<file path="config.mk">
export PLATFORM = sky130hd
export DESIGN_NAME = imem_dmem_arbiter
export DESIGN_NICKNAME = d
export VERILOG_FILES = /design/src/rtl/imem_dmem_arbiter.sv
export SDC_FILE = /design/constraint.sdc
export NUM_CORES = 1
export LEC_CHECK = 0
export CAP_MARGIN = 0
export CORE_AREA = 8 8 100 102
export CTS_BUF_LIST = sky130_fd_sc_hd__clkbuf_2
export CTS_CLUSTER_DIAMETER = 100
export DETAILED_ROUTE_END_ITERATION = 10
export DIE_AREA = 0 0 108 110
export DONT_BUFFER_PORTS = 1
export PLACE_DENSITY_LB_ADDON = 0.05
export SLEW_MARGIN = 20
export SYNTH_ARGS = -nofsm -noshare
export SYNTH_HDL_FRONTEND = slang
export SYNTH_SLANG_ARGS = --single-unit
</file>
<file path="constraint.sdc">
create_clock -name i_clk -period 1.4 [get_ports i_clk]
set_input_delay 0.21 -clock i_clk [delete_from_list [all_inputs] [get_ports i_clk]]
set_output_delay 0.21 -clock i_clk [all_outputs]
set_load 0.1 [all_outputs]
</file>
<file path="src/rtl/imem_dmem_arbiter.sv">
// imem_dmem_arbiter: shares one single-port memory between IF fetch and LSU, with starvation guard and flushable fetch responses.
// Optional ARB_PERF_CNT_EN adds o_if_stall_cnt, a saturating count of denied IF request cycles.
module imem_dmem_arbiter #(
  parameter int XLEN       = 32,
  parameter int MEM_LAT    = 1,
  parameter int STARVE_MAX = 4
) (
  input  logic              i_clk,
  input  logic              i_rst,
  input  logic              i_if_req,
  input  logic [XLEN-1:0]   i_if_addr,
  input  logic              i_if_flush,
  output logic              o_if_gnt,
  output logic              o_if_rvalid,
  output logic [31:0]       o_if_rdata,
  input  logic              i_lsu_req,
  input  logic              i_lsu_we,
  input  logic [XLEN-1:0]   i_lsu_addr,
  input  logic [XLEN-1:0]   i_lsu_wdata,
  input  logic [XLEN/8-1:0] i_lsu_be,
  output logic              o_lsu_gnt,
  output logic              o_lsu_rvalid,
  output logic [XLEN-1:0]   o_lsu_rdata,
  output logic              o_mem_en,
  output logic              o_mem_we,
  output logic [XLEN-1:0]   o_mem_addr,
  output logic [XLEN-1:0]   o_mem_wdata,
  output logic [XLEN/8-1:0] o_mem_be,
  input  logic [XLEN-1:0]   i_mem_rdata
`ifdef ARB_PERF_CNT_EN
  ,
  output logic [31:0]       o_if_stall_cnt
`endif
);
  logic [3:0]         r_starve;
  logic [MEM_LAT-1:0] r_vld;
  logic [MEM_LAT-1:0] r_own;
  logic               w_if_gnt;
  logic               w_lsu_gnt;
  logic               w_rd;
  logic               w_if_rv;
  logic               w_lsu_rv;
  always_comb begin
    w_if_gnt  = !i_rst && i_if_req && (!i_lsu_req || r_starve == 4'(STARVE_MAX));
    w_lsu_gnt = !i_rst && i_lsu_req && !w_if_gnt;
    w_rd      = w_if_gnt || (w_lsu_gnt && !i_lsu_we);
    // a flush also kills the IF response surfacing this very cycle
    w_if_rv   = !i_rst && r_vld[MEM_LAT-1] && !r_own[MEM_LAT-1] && !i_if_flush;
    w_lsu_rv  = !i_rst && r_vld[MEM_LAT-1] && r_own[MEM_LAT-1];
  end
  assign o_if_gnt     = w_if_gnt;
  assign o_lsu_gnt    = w_lsu_gnt;
  assign o_mem_en     = w_if_gnt || w_lsu_gnt;
  assign o_mem_we     = w_lsu_gnt && i_lsu_we;
  assign o_mem_addr   = w_if_gnt ? i_if_addr : w_lsu_gnt ? i_lsu_addr : '0;
  assign o_mem_wdata  = o_mem_we ? i_lsu_wdata : '0;
  assign o_mem_be     = w_lsu_gnt ? i_lsu_be : w_if_gnt ? '1 : '0;
  assign o_if_rvalid  = w_if_rv;
  assign o_if_rdata   = w_if_rv ? i_mem_rdata[31:0] : '0;
  assign o_lsu_rvalid = w_lsu_rv;
  assign o_lsu_rdata  = w_lsu_rv ? i_mem_rdata : '0;
  // r_own: 1 = LSU, 0 = IF; index 0 is the newest grant
  always_ff @(posedge i_clk) begin
    if (i_rst) begin
      r_starve <= '0;
      r_vld    <= '0;
      r_own    <= '0;
    end else begin
      r_starve <= (w_if_gnt || !i_if_req) ? 4'd0 : r_starve + 4'd1;
      r_vld[0] <= w_rd;
      r_own[0] <= w_lsu_gnt;
      for (int k = 1; k < MEM_LAT; k++) begin
        r_vld[k] <= r_vld[k-1] && !(i_if_flush && !r_own[k-1]);
        r_own[k] <= r_own[k-1];
      end
    end
  end
`ifdef ARB_PERF_CNT_EN
  logic [31:0] r_stall;
  always_ff @(posedge i_clk) begin
    if (i_rst)
      r_stall <= '0;
    else if (i_if_req && !w_if_gnt && r_stall != '1)
      r_stall <= r_stall + 32'd1;
  end
  assign o_if_stall_cnt = r_stall;
`endif
endmodule

</file>
==> results.json <==
{
  "yosysTopAreaCellShare_pct": 29.7,
  "cpPeakStageDelay_ns": 0.33,
  "drive_above_1_share_pct": 93.3,
  "worstReg2RegEnd": "r_vld",
  "cts_buffers": 3,
  "finalNonFillerCells": 394,
  "fp-row-count": 34,
  "setup_viol": 137,
  "initial_core_util_pct": 16.2,
  "cts_tree": "yes",
  "drt_wl_total_um": 10200,
  "synth_cells": 185,
  "hold_class": "in2reg",
  "setup_ws_ns": -0.576,
  "fillers": 742,
  "busiest_layer": "met2",
  "dp.cells": 360,
  "core_area_mm2": 0.00847,
  "grt_pass1_vias": 2183,
  "violations": "setup timing",
  "path_clk_slew_ns": 0.07,
  "sequentialPowerShare_pct": 9.7,
  "leakage_nw": 1.79,
  "clock-skew-final_ns": 0.00585,
  "min_to": "r_own",
  "hpwl_um": 7900,
  "hold_depth": 1,
  "synth_top_cell_by_area": "and2_1",
  "dr.first_iter.drc_count": 100,
  "synthTopCellsByArea": "and2_1 (30%), a22o_1 (20%), and3_1 (15%)",
  "path_max_fanout": 5,
  "final_nets": 427,
  "hp-start": "i_if_req",
  "drc_errors": 0,
  "switching_share_pct": 62.0,
  "maxSlewViolCount": 0,
  "timing.rr.start": "r_starve[1]",
  "finalCriticalPeriod_ns": 1.98,
  "switching_power_mw": 1.15,
  "ys_seq_area_share_pct": 8.78,
  "powerDensity_mw_per_mm2": 449,
  "period_share_pct": 141,
  "cts_root_buffer": "clkbuf_2",
  "endpoint_kind": "output port",
  "gp_congestion": 0.709,
  "rr_worst_depth": 6,
  "final_common_cell": "buf_12",
  "grt_pass1_wl_um": 13400,
  "grt_use_met3_pct": 7.09,
  "ys_types": 26,
  "avgViaCountPerCell": 4.93,
  "r2r_setup_slack_ns": 0.06,
  "clkPwrFrac_pct": 7.0,
  "antenna_found_initial": 1,
  "wl_per_cell_um": 25.8,
  "synth.avg_cell_area_um2": 7.40,
  "grt_start_max_net_pins": 39,
  "yosysWarningCount": 0,
  "ios": 276,
  "cts_buffer_depth": 2,
  "drtAntennaViolNets": 0,
  "status": "finished, violations left",
  "cp_cell_sequence": "inv_2 -> ha_4 -> nand3b_1 -> a21oi_4 -> buf_4 -> clkbuf_16 -> a22o_4",
  "fin_total_pwr_mw": 1.86,
  "slowest_stage": "dfxtp_2",
  "multi_input_area_mm2": 0.00177,
  "startpoint_type": "register",
  "p_int_mw": 0.707,
  "die_area_mm2": 0.0119,
  "port-buffer-count": 0,
  "seqCellArea_um2": 124,
  "ys_ff_latch": 6,
  "vias": 1942,
  "hold_viol_final": 0,
  "met2_usage_pct": 27.5,
  "clk_latency_ns": 0.24,
  "die_h_um": 110,
  "syn-cell-area_mm2": 0.00137,
  "ctsHtreeMaxLevel": 1,
  "track_usage_pct": 14.3,
  "cts_num_sinks": 6,
  "finalSetupTns_ns": -51.94,
  "overflow": 0,
  "preCtsSetupSlack_ns": -0.288,
  "required_ns": 1.19,
  "final_cell_mix": "buf_12 (75), and2_4 (65), and3_4 (32), a22o_4 (32), buf_4 (17)",
  "dr.pass1.iters": 4,
  "area_growth_pct": 203,
  "worstMarginPinSlew_ns": 0.300,
  "synth_fp_nets": 325,
  "rsz0062_at_grt": "true",
  "cap_viol_max_count": 0,
  "ir_worst_vdd_uv": 334,
  "critPathKind": "reg2out",
  "met1_usage_pct": 12.7,
  "fmax_ghz": 0.506,
  "fp.dieW_um": 108,
  "relSlewSlack_pct": 80.1,
  "p_comb_share_pct": 83.3,
  "arrival_ns": 1.77
}
critical path: cells and delay by family, from the launching register on:
family / cells / cell delay [ns]
DFF: 1 / 0.33
and+or+nand+nor: 1 / 0.15
adders and majority gates: 1 / 0.15
AOI/OAI and AO/OA: 2 / 0.53
buffers and inverters: 3 / 0.36
flip-flops by register name, indices dropped and copies added, names as in the netlist:
| signal | cells |
|---|---|
| r_starve | 4 |
| r_own | 1 |
| r_vld | 1 |
how the worst max path moves through the flow:
stage	start	endpoint	depth (start not counted)
floorplan	r_starve[1]	o_mem_addr[10]	7
global placement	r_starve[1]	o_mem_addr[2]	6
detailed placement	r_starve[1]	o_mem_addr[2]	6
CTS	r_starve[1]	o_mem_addr[2]	6
global route	r_starve[1]	o_mem_addr[2]	7
finish	r_starve[1]	o_mem_addr[23]	7
metrics by stage:
stage               hold slack, ns  instance area (um2)  util [%]
floorplan                    0.322                 2110         -
global placement             0.343                 3600      42.6
detailed placement           0.332                 3600      42.6
CTS                         0.0687                 4060      48.0
global route                0.0822                 4150      49.0
finish                      0.0746                 4150      49.0
routing by layer:
| metal | wire length [um] | vias to the layer above | part of all wire (%) |
|---|---|---|---|
| met4 | 119 | 0 | 1.2 |
| met2 | 5620 | 157 | 55 |
| met5 | 0 | - | 0 |
| li1 | - | 863 | - |
| met1 | 2990 | 913 | 29 |
| met3 | 1440 | 9 | 14 |
synth_stat cells, drive strengths merged:
cell type / instances
nor2b: 1
xnor2: 2
and3b: 1
dfxtp: 6
nand3: 1
and3: 32
nor3: 4
clkbuf: 9
a21o: 4
a22o: 32
nand2b: 2
and2: 65
inv: 4
buf: 11
nor2: 2
ha: 2
a21oi: 1
nand3b: 1
o21bai: 1
a41oi: 2
nand2: 1
nor4b: 1
power by group through the flow:
stage	Sequential [mW]	Clock [mW]	Combinational, mW
finish	0.180	0.131	1.55
global route	0.180	0.145	1.58
CTS	0.180	0.137	1.52
detailed placement	0.184	0	1.42
global placement	0.183	0	1.41
floorplan	0.184	0	1.22
kinds of logic after synthesis:
group           count (synthesis)  synth area share (%)
buf+inv                        24                  10.4
fa+ha+maj                       2                  1.83
flops                           6                  8.78
compound gates                 40                  25.7
xor+xnor                        2                  1.28
simple gates                  111                  52.0
final cells by class:
class | instances | area share, %
Inverter | 4 | 0.362
Timing Repair Buffer | 117 | 50.2
Sequential cell | 6 | 2.99
Multi-Input combinational cell | 155 | 42.8
Clock buffer | 3 | 0.362
Antenna cell | 1 | 0.0603
Tap cell | 108 | 3.26
what timing repair did:
action	CTS	global route
hold buffers	0	0
endpoints found under the setup margin	137	138
resized for setup	29	8
pin swaps	28	49
cloned	9	8
buffers inserted	13	7
No activity file was read; power rests on OpenSTA's default activity.
